**config.mk**
```make
export PLATFORM = sky130hd
export DESIGN_NAME = aes_blok_toplayici
export DESIGN_NICKNAME = d
export VERILOG_FILES = /design/src/rtl/aes_pkg.sv /design/src/rtl/aes_blok_fifo.sv /design/src/rtl/aes_blok_toplayici.sv
export SDC_FILE = /design/constraint.sdc
export NUM_CORES = 1
export LEC_CHECK = 0
export ABC_CLOCK_PERIOD_IN_PS = 9400
export CAP_MARGIN = 10
export CORE_UTILIZATION = 62
export CTS_CLUSTER_SIZE = 24
export DETAILED_ROUTE_END_ITERATION = 10
export PLACE_DENSITY_LB_ADDON = 0.1
export SYNTH_ARGS = -nofsm -noshare
export SYNTH_HDL_FRONTEND = slang
export SYNTH_SLANG_ARGS = --single-unit
```
**constraint.sdc**
```tcl
create_clock -name i_clk -period 9.4 [get_ports i_clk]
set_clock_uncertainty 0.05 [all_clocks]
set_input_delay 1.88 -clock i_clk [delete_from_list [all_inputs] [get_ports i_clk]]
set_output_delay 1.88 -clock i_clk [all_outputs]
set_load 0.01 [all_outputs]
```
**src/rtl/aes_pkg.sv**
```systemverilog
// aes_pkg: shared widths, the block FIFO entry type and the pad helper for the
// aes_engine block feeder.
//   BLOK_W        width of one AES block
//   BAYT_W        width of one input byte
//   BAYT_SAYISI   bytes per block
//   BAYT_SAYAC_W  width of the byte-position counter
package aes_pkg;

  localparam int BLOK_W       = 128;
  localparam int BAYT_W       = 8;
  localparam int BAYT_SAYISI  = 16;
  localparam int BAYT_SAYAC_W = 4;

  // One queued block: last-of-message flag, real byte count (1..16), data.
  typedef struct packed {
    logic                    son;
    logic [BAYT_SAYAC_W:0]   bayt;
    logic [BLOK_W-1:0]       blok;
  } blok_girdi_t;

  // Lanes below k come from the assembly register, lane k takes the incoming
  // byte, lanes above k take the pad byte. Lane 0 sits at [127:120].
  function automatic logic [BLOK_W-1:0] blok_doldur(
    input logic [BLOK_W-1:0]       asm_blok,
    input logic [BAYT_SAYAC_W-1:0] k,
    input logic [BAYT_W-1:0]       yeni,
    input logic [BAYT_W-1:0]       pad
  );
    logic [BLOK_W-1:0] sonuc;
    sonuc = '0;
    for (int i = 0; i < BAYT_SAYISI; i++) begin
      if (i < int'(k)) begin
        sonuc[BLOK_W-1-BAYT_W*i -: BAYT_W] = asm_blok[BLOK_W-1-BAYT_W*i -: BAYT_W];
      end else if (i == int'(k)) begin
        sonuc[BLOK_W-1-BAYT_W*i -: BAYT_W] = yeni;
      end else begin
        sonuc[BLOK_W-1-BAYT_W*i -: BAYT_W] = pad;
      end
    end
    return sonuc;
  endfunction

endpackage

```
**src/rtl/aes_blok_fifo.sv**
```systemverilog
// aes_blok_fifo: synchronous DEPTH-entry FIFO of finished blocks.
// Ports:
//   i_clk, i_rst   clock, synchronous active-high reset
//   i_push, i_veri write one entry (ignored when full)
//   i_pop          drop the head entry (ignored when empty)
//   o_veri         head entry, read straight from the storage array
//   o_dolu, o_bos  full / empty flags
module aes_blok_fifo
  import aes_pkg::*;
#(
  parameter int DEPTH = 2
) (
  input  logic        i_clk,
  input  logic        i_rst,
  input  logic        i_push,
  input  blok_girdi_t i_veri,
  input  logic        i_pop,
  output blok_girdi_t o_veri,
  output logic        o_dolu,
  output logic        o_bos
);

  localparam int AW = $clog2(DEPTH);
  localparam logic [AW:0] C_DOLU = (AW+1)'(DEPTH);

  blok_girdi_t r_mem [DEPTH];
  logic [AW-1:0] r_yaz_ptr;
  logic [AW-1:0] r_oku_ptr;
  logic [AW:0]   r_sayac;

  logic w_yaz;
  logic w_oku;

  assign o_dolu = (r_sayac == C_DOLU);
  assign o_bos  = (r_sayac == '0);
  assign w_yaz  = i_push & ~o_dolu;
  assign w_oku  = i_pop & ~o_bos;
  assign o_veri = r_mem[r_oku_ptr];

  // Storage is cleared on reset so the head reads as zero afterwards.
  // DEPTH is a power of two, so pointer wrap is plain overflow.
  always_ff @(posedge i_clk) begin
    if (i_rst) begin
      for (int i = 0; i < DEPTH; i++) r_mem[i] <= '0;
      r_yaz_ptr <= '0;
      r_oku_ptr <= '0;
      r_sayac   <= '0;
    end else begin
      if (w_yaz) begin
        r_mem[r_yaz_ptr] <= i_veri;
        r_yaz_ptr        <= r_yaz_ptr + 1'b1;
      end
      if (w_oku) r_oku_ptr <= r_oku_ptr + 1'b1;
      if (w_yaz && !w_oku)      r_sayac <= r_sayac + 1'b1;
      else if (!w_yaz && w_oku) r_sayac <= r_sayac - 1'b1;
    end
  end

endmodule

```
**src/rtl/aes_blok_toplayici.sv**
```systemverilog
// aes_blok_toplayici: packs a byte stream into 128-bit blocks for aes_engine.
// Ports:
//   i_clk, i_rst     clock, synchronous active-high reset
//   i_veri           input byte; i_veri_gecerli its valid; i_veri_son last byte
//   o_veri_hazir     a byte can be accepted this cycle
//   o_blok           head block, first byte at [127:120]
//   o_blok_bayt      real bytes in o_blok (1..16); o_blok_son last block flag
//   o_g_gecerli      o_blok valid; i_hazir aes_engine accepts a block
// Handshakes: a transfer happens on any rising edge where valid and ready are
// both high; valid, once raised, holds with its payload stable until that edge.
// Neither ready output depends combinationally on the matching valid input.
module aes_blok_toplayici
  import aes_pkg::*;
#(
  parameter int                 DEPTH    = 2,
  parameter logic [BAYT_W-1:0]  PAD_BYTE = 8'h00
) (
  input  logic                    i_clk,
  input  logic                    i_rst,
  input  logic [BAYT_W-1:0]       i_veri,
  input  logic                    i_veri_gecerli,
  input  logic                    i_veri_son,
  output logic                    o_veri_hazir,
  output logic [BLOK_W-1:0]       o_blok,
  output logic [BAYT_SAYAC_W:0]   o_blok_bayt,
  output logic                    o_blok_son,
  output logic                    o_g_gecerli,
  input  logic                    i_hazir
);

  logic [BAYT_SAYAC_W-1:0] r_k;
  logic [BLOK_W-1:0]       r_asm;

  logic              w_dolu;
  logic              w_bos;
  logic              w_kabul;
  logic              w_push;
  logic              w_pop;
  logic [BLOK_W-1:0] w_doldur;
  blok_girdi_t       w_girdi;
  blok_girdi_t       w_bas;

  // Held low while reset is asserted so no byte is taken during reset.
  assign o_veri_hazir = ~w_dolu & ~i_rst;
  assign w_kabul      = i_veri_gecerli & o_veri_hazir;
  // The completing byte goes straight into the FIFO in its own cycle.
  assign w_push       = w_kabul & ((r_k == 4'hF) | i_veri_son);
  assign w_pop        = ~w_bos & i_hazir;
  assign w_doldur     = blok_doldur(r_asm, r_k, i_veri, PAD_BYTE);

  assign w_girdi.son  = i_veri_son;
  assign w_girdi.bayt = {1'b0, r_k} + 5'd1;
  assign w_girdi.blok = w_doldur;

  assign o_g_gecerli  = ~w_bos;
  assign o_blok       = w_bas.blok;
  assign o_blok_bayt  = w_bas.bayt;
  assign o_blok_son   = w_bas.son;

  // Lanes above k in r_asm may hold stale or pad bytes; they are never
  // used because every new block starts with k at 0.
  always_ff @(posedge i_clk) begin
    if (i_rst) begin
      r_k   <= '0;
      r_asm <= '0;
    end else if (w_kabul) begin
      r_asm <= w_doldur;
      r_k   <= w_push ? '0 : r_k + 1'b1;
    end
  end

  aes_blok_fifo #(
    .DEPTH (DEPTH)
  ) u_fifo (
    .i_clk  (i_clk),
    .i_rst  (i_rst),
    .i_push (w_push),
    .i_veri (w_girdi),
    .i_pop  (w_pop),
    .o_veri (w_bas),
    .o_dolu (w_dolu),
    .o_bos  (w_bos)
  );

endmodule
```
==> flow_metrics.py, run 1 <==
metrics = {
    "finish": {
        "layout.cells.most_common": "nor2_1",
        "fillers": 1850,
        "layout_common_cells": "nor2_1, edfxtp_1, o21ai_0",
        "stdcell_count": 2009,
        "area_delta_synth_final_pct": 16.3,
        "diodes": 0,
        "layout.nets": 1624,
        "drive_gt1_frac": 0.162,
    },
    "synthesis": {
        "synth_top_area_share": 0.463,
        "synthAdderAreaFrac": 0.00432,
        "ys_seq_area_frac": 0.611,
        "yosysWarnings": 0,
        "yosys.area.top_type": "edfxtp_1",
        "synth_area_leaders": "edfxtp_1, dfxtp_1, mux2_2",
        "yosys-mux-area-fraction": 0.107,
        "syn_inst": 1526,
        "syn-cell-area_sq_um": 17400,
        "synth_top_family_by_area": "simple AND/OR/NAND/NOR gates",
        "ys_ff_latch": 397,
        "synth-xor-area-share": 0.00252,
        "synth.avg_cell_area_sq_um": 11.4,
        "synth-edff-count": 268,
        "synthArstFlopShare": 0,
        "dominantRegCellSynth": "edfxtp_1",
        "yosys.area_share.simple": 0.163,
        "syn-num-nets": 1545,
        "ys_types": 35,
        "synth_compound_area_frac": 0.0744,
    },
    "floorplan": {
        "die_w_microns": 169,
        "ios": 149,
        "rows": 60,
        "die_y_microns": 169,
        "core_area_sq_um": 27300,
        "die_area_sq_um": 28700,
        "start_util": 0.638,
    },
    "global_route": {
        "antenna_found_initial": 0,
        "grt_pass1_wl_microns": 64600,
        "grt_overflow_total": 0,
        "track_usage": 0.291,
        "first_global_vias": 11900,
        "grt_max_degree": 103,
    },
    "route": {
        "drc_errors": 0,
        "viasPerCell": 6.01,
        "drtAntennaViolNets": 0,
        "wl_per_cell_microns": 20.6,
        "wirelength_microns": 41300,
        "vias": 12100,
        "drtIter0Drc": 1305,
        "first_pass_iters": 5,
    },
    "placement": {
        "gp_congestion": 0.770,
        "dp_slack_ns": 3.41,
        "io_buffers": 148,
        "hpwl_microns": 23400,
        "dp.cells": 1935,
    },
    "timing": {
        "rsz0062_at_grt": "no",
        "slew_viol_final": 0,
        "finalSetupViolations": 0,
        "hold_violations": 0,
        "tightest_slew_ns": 1.27,
        "maxSlewHeadroom": 0.150,
        "tns_ns": 0,
        "setup_ws_ns": 3.99,
        "fin_crit_sh": 0.576,
        "fmax_mhz": 185,
        "fin_crit_ns": 5.41,
    },
    "worst_setup_path": {
        "cp_num_buf_inv": 2,
        "crit_path_top_delay_cell": "or3_4",
        "worst_ep_required_time_ns": 9.51,
        "arrival_ns": 5.52,
        "cp-end-kind": "register",
        "path_class": "in -> reg",
        "r2r_start": "r_k[0]",
        "r2r_cells": 6,
        "worst_path_dominant_cell_family": "simple AND/OR/NAND/NOR gates",
        "critPathMaxStageDelay_ns": 0.89,
        "crit_path_cell_trace": "clkdlybuf4s50_1 -> nor2b_1 -> nand2_4 -> or3_4 -> nand2b_4 -> buf_4",
        "crit_path_start_kind": "primary input",
        "path_depth": 6,
        "worstPathMaxFanout": 97,
        "regToRegEndpoint": "u_fifo.r_mem[1][45]",
        "r2r_slack_ns": 5.27,
        "cp-startpoint": "i_veri_gecerli",
        "crit_end": "u_fifo.r_mem[1][45]",
    },
    "clock_tree": {
        "cts_tree": "yes",
        "clock_sinks": 397,
        "cts_htree_levels": 2,
        "cts_resized": 0,
        "ctsHoldBuffers": 0,
        "cts_buffer_depth": 3,
        "numCtsBuffers": 40,
        "cts-root-buf": "clkbuf_16",
        "post_cts_buffers": 0,
        "clk_pin_slew_ns": 0.06,
        "clk-insertion-delay-late_ns": 0.54,
    },
    "pwr": {
        "ir_drop_mv": 0.152,
        "leakagePower_nw": 6.87,
        "p_per_area_nw_per_um2": 220,
    },
    "job": {
        "maxCapViolations": 0,
    },
    "min_path": {
        "min_from": "r_asm[30]",
        "hold_path.class": "reg -> reg",
    },
    "outcome": {
        "status": "complete, no violations",
    },
}
-- logic make-up after synthesis --
kind of cell,Yosys count
xor+xnor,5
simple gates,578
compound gates,238
fa+ha+maj,6
flops,397
mux,166
buf+inv,136
-- state kept, by name (all words and copies together) (netlist names), named ones only --
name / flops
u_fifo.r_mem: 268
r_asm: 120
r_k: 4
u_fifo.r_sayac: 2
u_fifo.r_oku_ptr: 1
u_fifo.r_yaz_ptr: 1
-- per-layer routing --
layer  up-vias  part of all wire  GRT usage
met5         -                 0          0
met4         0             0.030      0.106
met2       505              0.50      0.504
met3        78             0.083     0.0424
met1      5948              0.39      0.373
li1       5534                 -          -
-- final cells by class --
type	instances	area, sq um	share of cell area
clock inverter	14	125	0.00619
timing repair buffer	168	1630	0.0805
clock buffer	60	1210	0.0598
inverter	5	18.8	0.000928
sequential	397	10600	0.526
multi-input combinational	993	6140	0.304
tap	372	465	0.0230
-- where the power goes --
group	switching, mW	leakage, nW	internal, mW	total, mW
logic	0.383	2.38	0.441	0.824
registers	0.0771	3.83	1.94	2.02
clock network	0.657	0.656	0.946	1.60
total	1.12	6.87	3.33	4.44
-- cell usage after synthesis (4+ instances only) --
cell type,n
buf_6,11
nor2_4,10
and2_1,18
nor2_1,270
a22oi_1,8
nand3b_1,113
mux2_2,158
nor2b_1,19
buf_1,4
nand3_1,11
a31oi_1,9
or3_1,5
xor2_1,4
mux2i_1,8
o21ai_0,171
nand2_1,118
ha_1,6
clkbuf_1,76
edfxtp_1,268
inv_1,5
dfxtp_1,129
buf_2,38
a32oi_1,16
a21oi_1,30
-- worst min path at each step --
| stage | endpoint | cells past startpoint | slack, ns |
|---|---|---|---|
| after floorplan | r_asm[100] | 2 | 0.40 |
| after global placement | r_asm[99] | 2 | 0.41 |
| after detailed placement | r_asm[103] | 2 | 0.42 |
| after CTS | r_asm[103] | 2 | 0.44 |
| after global routing | r_asm[114] | 2 | 0.46 |
| final | r_asm[30] | 2 | 0.44 |
-- worst register-to-register path, cell delays in order (launching register included) --
cell      delay (ns)
dfxtp_1         0.72
ha_1            0.25
buf_4           0.37
a21oi_2         0.22
or3_4           0.75
nand2b_4        0.61
buf_4           0.77
-- per-stage QoR --
stage	util	total power, mW	area (sq um)	hold WS [ns]
final	0.742	4.44	20200	0.437
after global routing	0.742	4.57	20200	0.459
after CTS	0.742	4.46	20200	0.438
after detailed placement	0.693	2.88	18900	0.419
after global placement	0.693	2.87	18900	0.411
after floorplan	-	2.50	17400	0.400
Note: power is estimated with default switching activity, not from simulation.
==> run 2, diff against run 1 <==
--- a/config.mk
+++ b/config.mk
@@ -5,9 +5,9 @@
 export SDC_FILE = /design/constraint.sdc
 export NUM_CORES = 1
 export LEC_CHECK = 0
-export ABC_CLOCK_PERIOD_IN_PS = 9400
+export ABC_CLOCK_PERIOD_IN_PS = 4660
 export CAP_MARGIN = 10
-export CORE_UTILIZATION = 62
+export CORE_UTILIZATION = 52
 export CTS_CLUSTER_SIZE = 24
 export DETAILED_ROUTE_END_ITERATION = 10
 export PLACE_DENSITY_LB_ADDON = 0.1
==> constraint.sdc (replaced) <==
create_clock -name i_clk -period 4.66 [get_ports i_clk]
set_clock_uncertainty 0.05 [all_clocks]
set_input_delay 0.932 -clock i_clk [delete_from_list [all_inputs] [get_ports i_clk]]
set_output_delay 0.932 -clock i_clk [all_outputs]
set_load 0.01 [all_outputs]
==> run 2 against run 1 <==
Effect of this change:
- first-iteration DRC count decreased by 26%
- sequential share of layout area decreased by 0.69 points
- final cell count increased by 4.0%
- routed wire length increased by 0.53%
- setup slack got worse by 3.0 ns
- global-route usage decreased by 4.5 points
- worst hold slack improved by 0.0011 ns
- combinational power increased by 110%
- final area increased by 1.3%
- via count decreased by 2.1%
- clock power increased by 110%
- non-clock buffer count increased by 7
- critical endpoint is now o_blok[33]
- highest routed layer unchanged
==> flow_metrics.py, run 2 (synthesized netlist as in run 1, its figures left out) <==
metrics = {
    "finish": {
        "layout_common_cells": "nor2_1, edfxtp_1, o21ai_0",
        "reg_top3": "u_fifo.r_mem (268), r_asm (120), r_k (4)",
        "layout.cells.most_common": "nor2_1",
        "area_delta_synth_final_pct": 17.8,
        "largest_register": "u_fifo.r_mem",
        "drive_gt1_frac": 0.164,
        "largest_register_ffs": 268,
        "fin_util": 0.627,
        "diodes": 0,
        "layout.nets": 1633,
    },
    "timing": {
        "slew_viol_final": 0,
        "fin_crit_sh": 0.787,
        "finalSetupViolations": 0,
        "maxSlewHeadroom": 0.202,
        "tns_ns": 0,
        "setup_ws_ns": 0.992,
        "fmax_mhz": 273,
        "hold_violations": 0,
        "tightest_slew_ns": 1.19,
        "rsz0062_at_grt": "no",
        "fin_crit_ns": 3.67,
    },
    "floorplan": {
        "die_y_microns": 185,
        "die_area_sq_um": 34200,
        "die_w_microns": 185,
        "ios": 149,
        "rows": 66,
        "core_area_sq_um": 32700,
        "start_util": 0.532,
    },
    "clock_tree": {
        "numCtsBuffers": 42,
        "post_cts_buffers": 0,
        "clock_sinks": 397,
        "clk_pin_slew_ns": 0.06,
        "ctsHoldBuffers": 0,
        "clk-insertion-delay-late_ns": 0.53,
        "cts_htree_levels": 2,
        "cts_tree": "yes",
        "cts_buffer_depth": 3,
        "cts_resized": 0,
        "cts-root-buf": "clkbuf_16",
    },
    "worst_setup_path": {
        "arrival_ns": 2.69,
        "r2r_start": "r_k[0]",
        "r2r_cells": 6,
        "crit_path_start_kind": "register",
        "worst_ep_required_time_ns": 3.68,
        "worstPathMaxFanout": 59,
        "cp-end-kind": "primary output",
        "path_class": "reg -> out",
    },
    "route": {
        "drtIter0Drc": 971,
        "first_pass_iters": 6,
        "wirelength_microns": 41500,
        "viasPerCell": 5.66,
        "vias": 11800,
        "drc_errors": 0,
        "drtAntennaViolNets": 0,
        "wl_per_cell_microns": 19.9,
    },
    "global_route": {
        "track_usage": 0.246,
        "grt_max_degree": 125,
        "grt_pass1_wl_microns": 64600,
        "antenna_found_initial": 0,
        "grt_overflow_total": 0,
        "first_global_vias": 11600,
    },
    "pwr": {
        "ir_drop_mv": 0.406,
        "leakagePower_nw": 6.95,
        "p_total_mw": 9.13,
        "p_per_area_nw_per_um2": 445,
    },
    "min_path": {
        "min_from": "r_asm[51]",
        "holdPathStages": 2,
        "hold_path.class": "reg -> reg",
    },
    "job": {
        "maxCapViolations": 0,
    },
    "placement": {
        "gp_congestion": 0.767,
        "hpwl_microns": 24000,
        "io_buffers": 148,
        "dp_slack_ns": 0.894,
    },
    "outcome": {
        "status": "complete, no violations",
    },
}
## run 2: changes by cell type in the layout (fill, tap and decap cells not counted), sizes merged
| cell | change |
|---|---|
| clkinvlp | -1 |
| clkinv | -7 |
| bufinv | +2 |
| buf | +7 |
| clkbuf | +9 |
## run 2: critical path, stage by stage (launching register included)
cell	delay, ns
dfxtp_4	0.80
buf_12	0.37
mux2_2	0.41
clkdlybuf4s50_1	0.50
## run 2: power breakdown
| part | total (mW) | switching, mW | internal [mW] | leakage, nW |
|---|---|---|---|---|
| combinational | 1.73 | 0.820 | 0.908 | 2.44 |
| clock | 3.38 | 1.32 | 2.06 | 0.682 |
| sequential | 4.02 | 0.111 | 3.91 | 3.83 |
| total | 9.13 | 2.25 | 6.87 | 6.95 |
## run 2: cell type report
| type | instances | area, sq um |
|---|---|---|
| clock buffers | 69 | 1250 |
| clock inverters | 8 | 145 |
| fillers | 2627 | 12200 |
| inverters | 5 | 18.8 |
| multi-input cells | 993 | 6140 |
| flip-flops and latches | 397 | 10600 |
| well taps | 442 | 553 |
| repair buffers | 175 | 1740 |
## run 2: through the flow
step	instances	instance area (sq um)	hold WS, ns
floorplan	1526	17400	0.400
global placement	2012	19100	0.414
detailed placement	2012	19100	0.416
CTS	2089	20500	0.435
global route	2089	20500	0.461
finish	2089	20500	0.438
## run 2: layer usage
metal	global-route usage	share of wire	vias up
met2	0.406	0.48	383
met5	0	0	-
li1	-	-	5553
met1	0.336	0.43	5820
met3	0.0348	0.063	61
met4	0.0780	0.023	0
## run 2: worst paths after layout
kind | slack [ns] | end
worst max-delay path | 0.99 | o_blok[33]
worst min-delay path | 0.44 | r_asm[51]
worst min register to register | 0.44 | r_asm[51]
worst max register to register | 1.17 | u_fifo.r_mem[0][78]
==> run 3, diff against run 2 <==
--- a/config.mk
+++ b/config.mk
@@ -5,7 +5,7 @@
 export SDC_FILE = /design/constraint.sdc
 export NUM_CORES = 1
 export LEC_CHECK = 0
-export ABC_CLOCK_PERIOD_IN_PS = 4660
+export ABC_CLOCK_PERIOD_IN_PS = 3100
 export CAP_MARGIN = 10
 export CORE_UTILIZATION = 52
 export CTS_CLUSTER_SIZE = 24
==> constraint.sdc (replaced) <==
create_clock -name i_clk -period 3.1 [get_ports i_clk]
set_clock_uncertainty 0.05 [all_clocks]
set_input_delay 0.62 -clock i_clk [delete_from_list [all_inputs] [get_ports i_clk]]
set_output_delay 0.62 -clock i_clk [all_outputs]
set_load 0.01 [all_outputs]
==> run 3 against run 2 <==
Effect of this change:
- clock power up 42%
- sequential cell count unchanged
- clock-buffer cell count down 6
- final area up 0.50%
- final cell count up 0.67%
- sequential share of layout area down 0.26 points
- largest power group unchanged
- highest routed layer unchanged
==> flow_metrics.py, run 3 (synthesized netlist as in run 1, its figures left out) <==
metrics = {
    "outcome": {
        "status": "complete, no violations",
    },
    "route": {
        "vias": 12000,
        "first_pass_iters": 5,
        "wl_per_cell_microns": 19.9,
        "wirelength_microns": 41800,
        "drtAntennaViolNets": 0,
        "drtIter0Drc": 1034,
        "viasPerCell": 5.69,
        "drc_errors": 0,
    },
    "worst_setup_path": {
        "r2r_cells": 7,
        "path_class": "reg -> out",
        "crit_path_start_kind": "register",
        "worstPathMaxFanout": 43,
        "worst_ep_required_time_ns": 2.43,
        "crit_path_cell_trace": "buf_12 -> mux2_2 -> clkdlybuf4s50_1",
        "arrival_ns": 2.33,
        "crit_path_top_delay_cell": "dfxtp_4",
        "cp-end-kind": "primary output",
        "critPathMaxStageDelay_ns": 0.57,
    },
    "global_route": {
        "grt_overflow_total": 0,
        "track_usage": 0.246,
        "antenna_found_initial": 0,
        "first_global_vias": 11300,
        "grt_pass1_wl_microns": 64600,
        "grt_max_degree": 177,
    },
    "pwr": {
        "power.switching_mw": 3.39,
        "clkPwrFrac": 0.355,
        "p_seq_frac": 0.444,
        "p_per_area_nw_per_um2": 656,
        "power_switching_share": 0.251,
        "p_int_mw": 10.1,
        "leakagePower_nw": 7.01,
        "ir_drop_mv": 0.445,
        "p_total_mw": 13.5,
        "combPwrFrac": 0.201,
    },
    "job": {
        "maxCapViolations": 0,
    },
    "clock_tree": {
        "post_cts_buffers": 0,
        "cts_resized": 0,
        "clk_pin_slew_ns": 0.06,
        "clock_sinks": 397,
        "cts_tree": "yes",
        "cts-root-buf": "clkbuf_16",
        "cts_htree_levels": 2,
        "clk-insertion-delay-late_ns": 0.53,
        "numCtsBuffers": 42,
        "ctsHoldBuffers": 0,
        "cts_buffer_depth": 3,
    },
    "timing": {
        "maxSlewHeadroom": 0.267,
        "hold-worst-slack_ns": 0.440,
        "tns_ns": 0,
        "slew_viol_final": 0,
        "hold_violations": 0,
        "rsz0062_at_grt": "no",
        "tightest_slew_ns": 1.10,
        "fmax_mhz": 333,
        "fin_crit_sh": 0.968,
        "fin_crit_ns": 3.00,
        "finalSetupViolations": 0,
    },
    "finish": {
        "area_delta_synth_final_pct": 18.4,
        "multi_input_area_sq_um": 6140,
        "layout.nets": 1647,
        "fin_util": 0.630,
        "layout_common_cells": "nor2_1, edfxtp_1, o21ai_0",
        "diodes": 0,
        "reg_top3": "u_fifo.r_mem (268), r_asm (120), r_k (4)",
        "layout.cells.most_common": "nor2_1",
        "stdcell_count": 2103,
        "largest_register": "u_fifo.r_mem",
        "fillers": 2611,
        "drive_gt1_frac": 0.169,
        "largest_register_ffs": 268,
        "seq_area_sq_um": 10600,
    },
    "min_path": {
        "hold_path.class": "reg -> reg",
        "holdPathStages": 2,
    },
    "floorplan": {
        "core_area_sq_um": 32700,
        "start_util": 0.532,
        "die_w_microns": 185,
        "ios": 149,
        "die_area_sq_um": 34200,
        "die_y_microns": 185,
        "rows": 66,
    },
    "placement": {
        "gp_congestion": 0.790,
        "io_buffers": 148,
        "hpwl_microns": 23800,
        "dp.cells": 2026,
    },
}
-- run 3: changes by cell type in the layout (fill, tap and decap cells not counted), moves of 4 or more --
cell	change
clkinv_2	+4
clkbuf_8	-4
buf_4	+7
buf_12	+7
clkinv_1	+5
-- run 3: worst paths after layout --
kind | start | end | slack [ns]
worst max-delay path | register | o_blok[89] | 0.1
worst min-delay path | r_asm[91] | r_asm[91] | 0.44
worst max register to register | r_k[0] | r_asm[124] | 0.60
worst min register to register | r_asm[91] | r_asm[91] | 0.44
-- run 3: area by class of cell --
| type | instances | area share |
|---|---|---|
| timing repair buffer | 189 | 0.0940 |
| multi-input combinational | 993 | 0.298 |
| inverter | 5 | 0.000911 |
| clock inverter | 14 | 0.00571 |
| clock buffer | 63 | 0.0578 |
| sequential | 397 | 0.516 |
| tap | 442 | 0.0269 |
-- run 3: metal layers --
layer,up-vias,GRT usage,routed length (microns)
met5,-,0,0
met4,0,0.0807,1170
met3,76,0.0291,2040
met2,391,0.394,20000
met1,5929,0.349,18600
li1,5575,-,-
-- run 3: power groups by stage --
| stage | clock (mW) | combinational (mW) | sequential [mW] |
|---|---|---|---|
| 3_5_place_dp | 0 | 2.73 | 6.10 |
| 6_report | 4.79 | 2.72 | 5.99 |
| 4_1_cts | 4.87 | 2.75 | 5.99 |
| 2_1_floorplan | 0 | 1.50 | 6.04 |
| 5_1_grt | 5.06 | 2.88 | 6.01 |
| 3_3_place_gp | 0 | 2.73 | 6.09 |
-- run 3: metrics by stage --
stage | setup WS (ns) | instance area, sq um
floorplan | 0.181 | 17400
detailed placement | 0.181 | 19300
global route | 0.0385 | 20600
global placement | 0.242 | 19300
finish | 0.0978 | 20600
CTS | 0.0885 | 20600
-- run 3: critical path, delay by kind of cell, from the launching register on --
| kind | cells | cell delay (ns) |
|---|---|---|
| buf+inv | 2 | 0.79 |
| mux | 1 | 0.41 |
| flops | 1 | 0.57 |
==> edit 1: new RTL, settings of run 3 <==
Make the reset (`i_rst`) asynchronous in 2 clocked blocks. Comments in the files are not updated.
--- a/src/rtl/aes_blok_fifo.sv
+++ b/src/rtl/aes_blok_fifo.sv
@@ -39,7 +39,7 @@
 
   // Storage is cleared on reset so the head reads as zero afterwards.
   // DEPTH is a power of two, so pointer wrap is plain overflow.
-  always_ff @(posedge i_clk) begin
+  always_ff @(posedge i_clk or posedge i_rst) begin
     if (i_rst) begin
       for (int i = 0; i < DEPTH; i++) r_mem[i] <= '0;
       r_yaz_ptr <= '0;
--- a/src/rtl/aes_blok_toplayici.sv
+++ b/src/rtl/aes_blok_toplayici.sv
@@ -59,7 +59,7 @@
 
   // Lanes above k in r_asm may hold stale or pad bytes; they are never
   // used because every new block starts with k at 0.
-  always_ff @(posedge i_clk) begin
+  always_ff @(posedge i_clk or posedge i_rst) begin
     if (i_rst) begin
       r_k   <= '0;
       r_asm <= '0;
Check against the original RTL: differs if i_rst is asserted again (counterexample within 4 cycles, from zero or initial values and one cycle with i_rst high); with i_rst held inactive, the same outputs for 4 cycles.
==> edit 1 against run 3 <==
- the run now ends with DRC left
- final area grew 9.7%
- register-to-register slack lost 0.11 ns
- sequential cell count shrank 1
- routed wire length grew 13%
- synthesized area grew 8.7%
- global-route usage grew 1.5 points
- critical path depth is the same
- die area grew 8.6%
- worst setup slack lost 0.0058 ns
- critical path type unchanged
- largest cell class unchanged
Power is not compared: it rests on default switching activity, and its combinational part moved more than twofold at a synthesized area within 25%.
==> edit 1: results (changes against run 3) <==
hp-class: "register to register"
synth_nets: 1569  # +1.6%
diodes: 0  # unchanged
remaining_drc_errors: 16  # +16
vias: 13000  # +8.9%
cp_top_family: "buffers and inverters"
cp_max_fo: 30  # -30%
clock_latency_ns: 0.54
yosys.cell_types.count: 47  # +34%
wl_per_cell_um: 21.9  # +10%
synth_common_cells: "dfrtp_1 (396), mux2_2 (393), o21ai_0 (125)"
port_buffers: 148  # unchanged
slew_viol_final: 0  # unchanged
pre_cts_slack_ns: 0.151  # -0.0293 ns
dr.pass1.iters: 8  # +3
drt_first_iter_violations: 902  # -13%
top_regs: "u_fifo.r_mem: 268 flops, r_asm: 120 flops, r_k: 4 flops"
p_leak_nw: 10.2
p_sw_mw: 5.75
ys.flop_type: "dfrtp_1"
htreeDepth: 2  # unchanged
numCtsBuffers: 42  # unchanged
peakVddDrop_uv: 515
yosys-top-cells-area: "dfrtp_1 (52%), mux2_2 (23%), o21ai_0 (3.3%), mux2i_1 (2.6%), nand2_1 (1.9%)"
drive_gt1_frac: 0.322  # +0.153
grt_pass1_wl_mm: 75.3  # +16%
layout.nets: 1695  # +2.9%
synthArstFlopShare: 1.00  # +1.00
path_clk_slew_ns: 0.06  # about the same
grt_max_degree: 90  # -49%
cts_max_path_buffers: 3  # unchanged
status: "finished, violations left"
antenna_found_initial: 0  # unchanged
violations: "DRC"
ctsResizeCount: 0  # unchanged
slowest_stage: "dfrtp_4"
yosysSeqAreaShare: 0.524  # -0.0871
post-cts-setup-buffers: 1  # +1
grt_use_total: 0.261  # +0.0149
clockRootBuffer: "clkbuf_16"
slowest_delay_ns: 0.61  # +0.04 ns
gp_congestion: 0.782  # -0.97%
crit_arrival_ns: 2.34
dp_hpwl_mm: 29.8  # +25%
ys_warn_count: 0  # unchanged
relSlewSlack: 0.438  # +0.171
## edit 1: path summary, 6_finish.rpt
check | slack, ns | cells after the start | to | startpoint
max in group asynchronous | 1.58 | 4 | u_fifo.r_mem[233] | i_rst
setup reg to reg | 0.49 | 6 | u_fifo.r_mem[109] | r_k[0]
hold / removal | 0.42 | 1 | u_fifo.r_mem[132] | u_fifo.r_mem[132]
hold reg to reg | 0.42 | 1 | u_fifo.r_mem[132] | u_fifo.r_mem[132]
min in group asynchronous | 0.50 | 2 | r_k[3] | i_rst
setup / recovery | 0.09 | 3 | o_blok[8] | u_fifo.r_oku_ptr
## edit 1: area by class of cell
cell class                      instances  area, um^2
Fill cell                            2746       13100
Multi-Input combinational cell        971        8250
Clock inverter                          9         124
Clock buffer                           63        1250
Inverter                               40         154
Tap cell                              461         577
Timing Repair Buffer                  225        2310
Sequential cell                       396        9920
## edit 1: cells by family (layout without fill, tap and decap cells)
group           Yosys count  after routing  share of synthesized area
compound gates          304            304                      0.103
xor+xnor                  7              7                    0.00324
fa+ha+maj                 6              6                    0.00397
buf+inv                 183            337                     0.0401
flops                   396            396                      0.524
mux                     447            447                      0.263
simple gates            207            207                     0.0625
## edit 1: power by group through the flow
stage / clock [mW] / combinational, mW / sequential [mW]
6_report: 5.05 / 6.04 / 6.83
5_1_grt: 5.35 / 6.50 / 6.95
4_1_cts: 5.14 / 6.09 / 6.82
3_5_place_dp: 0 / 6.00 / 6.93
3_3_place_gp: 0 / 5.93 / 6.87
2_1_floorplan: 0 / 3.91 / 6.60
## edit 1: layer usage
metal  share of wire  vias to the layer above  track usage
met4           0.021                        0       0.0709
met3           0.047                       71       0.0382
met2            0.46                      341        0.399
li1                -                     5884            -
met1            0.47                     6746        0.385
met5               0                        -            0
## edit 1: worst register-to-register path, stage by stage, from the launching register on
cell and delay, ns:
dfrtp_1 0.56, inv_1 0.24, ha_1 0.64, buf_4 0.30
nand2_1 0.06, o21ai_0 0.44, mux2_2 0.25
## edit 1: per-stage QoR
step	power [mW]	instance area, um^2	std cells	setup TNS, ns	hold WS [ns]
detailed placement	12.9	21200	2092	0	0.411
floorplan	10.5	18900	1550	-1148.33	0.394
global route	18.8	22600	2165	0	0.449
finish	17.9	22600	2165	0	0.424
CTS	18.1	22600	2165	0	0.424
global placement	12.8	21200	2092	0	0.405
==> edit 2: new RTL, config.mk and constraints of run 3 <==
Made on the original files. The package constant `BAYT_W` goes from 8 to 12.
--- a/src/rtl/aes_pkg.sv
+++ b/src/rtl/aes_pkg.sv
@@ -7,7 +7,7 @@
 package aes_pkg;
 
   localparam int BLOK_W       = 128;
-  localparam int BAYT_W       = 8;
+  localparam int BAYT_W       = 12;
   localparam int BAYT_SAYISI  = 16;
   localparam int BAYT_SAYAC_W = 4;
 
Interface: changed (resized i_veri); port bits go from 149 to 153. The function was not compared with the original's and may differ.
==> edit 2 against run 3 <==
- synthesized area rose by 7.7%
- routed wire length rose by 19%
- sequential cell count increased by 8
- fmax shrank 0.50%
- critical path depth stayed put
- final area up 7.1%
- worst setup slack worse by 0.015 ns
- total power rose by 5.8%
- critical path type unchanged
==> edit 2: results (changes against run 3) <==
drt_first_iter_violations: 1347  # +30%
synth_common_cells: "edfxtp_1 (268), nor2_1 (209), dfxtp_1 (137)"
slowest_delay_ns: 0.54  # -0.03 ns
top_regs: "u_fifo.r_mem: 268 flops, r_asm: 128 flops, r_k: 4 flops"
grt_use_total: 0.269  # +0.0229
dp.cells: 2117  # +4.5%
post-cts-setup-buffers: 1  # +1
gp_congestion: 0.782  # -0.99%
synth_compound_area_frac: 0.157  # +0.0825
dp_hpwl_mm: 28.5  # +20%
wl_per_cell_um: 22.6  # +14%
peakVddDrop_uv: 472  # +6.0%
crit_arrival_ns: 2.35  # +0.02 ns
rr_endpoint: "u_fifo.r_mem[0][24]"
port_buffers: 152  # +2.7%
yosysSeqAreaShare: 0.576  # -0.0350
period_minus_slack_ns: 3.02  # +0.0150 ns
synth_top_family_by_area: "compound AO/OA/AOI/OAI gates"
grt_pass1_wl_mm: 75.8  # +17%
muxShareOfSynthArea: 0.102  # -0.00508
fillers: 2809  # +7.6%
reg2reg_depth: 5  # -2
min_from: "r_asm[36]"
status: "complete, no violations"
crit_path_end: "o_blok[114]"
-- edit 2: cell families after synthesis --
group,count (synthesis)
flip-flops,405
buffers and inverters,179
XOR/XNOR,5
AND/OR/NAND/NOR,404
adder cells (fa/ha/maj),6
multiplexers,170
AO/OA/AOI/OAI,445
-- edit 2: metal layers --
metal	share of wire	track usage
met1	0.43	0.369
met2	0.48	0.437
met3	0.063	0.0387
met4	0.028	0.0888
met5	0	0
-- edit 2: critical path: cells and delay by family, from the launching register on --
| family | cells | cell delay, ns |
|---|---|---|
| multiplexers | 1 | 0.40 |
| flip-flops | 1 | 0.54 |
| buffers and inverters | 2 | 0.86 |
-- edit 2: final cells by class --
| class | count | area [um^2] | share of cell area |
|---|---|---|---|
| Antenna cell | 1 | 2.50 | 0.000113 |
| Clock buffer | 54 | 1170 | 0.0530 |
| Clock inverter | 24 | 151 | 0.00686 |
| Inverter | 7 | 27.5 | 0.00125 |
| Multi-Input combinational cell | 1030 | 7130 | 0.323 |
| Sequential cell | 405 | 10800 | 0.490 |
| Tap cell | 461 | 577 | 0.0261 |
| Timing Repair Buffer | 215 | 2200 | 0.0996 |
-- edit 2: per-stage QoR --
| step | worst slack (ns) | utilization | instance area, um^2 | hold WS [ns] |
|---|---|---|---|---|
| after floorplan | 0.276 | - | 18700 | 0.415 |
| after global placement | 0.390 | 0.584 | 20700 | 0.426 |
| after detailed placement | 0.414 | 0.584 | 20700 | 0.435 |
| after CTS | 0.0433 | 0.622 | 22100 | 0.448 |
| after global routing | 0.00398 | 0.622 | 22100 | 0.470 |
| final | 0.0829 | 0.622 | 22100 | 0.450 |
-- edit 2: where the power goes --
group	internal [mW]	switching, mW	total, mW
Sequential	6.06	0.167	6.22
Clock	2.82	2.03	4.85
Combinational	1.56	1.65	3.21
Total	10.4	3.85	14.3
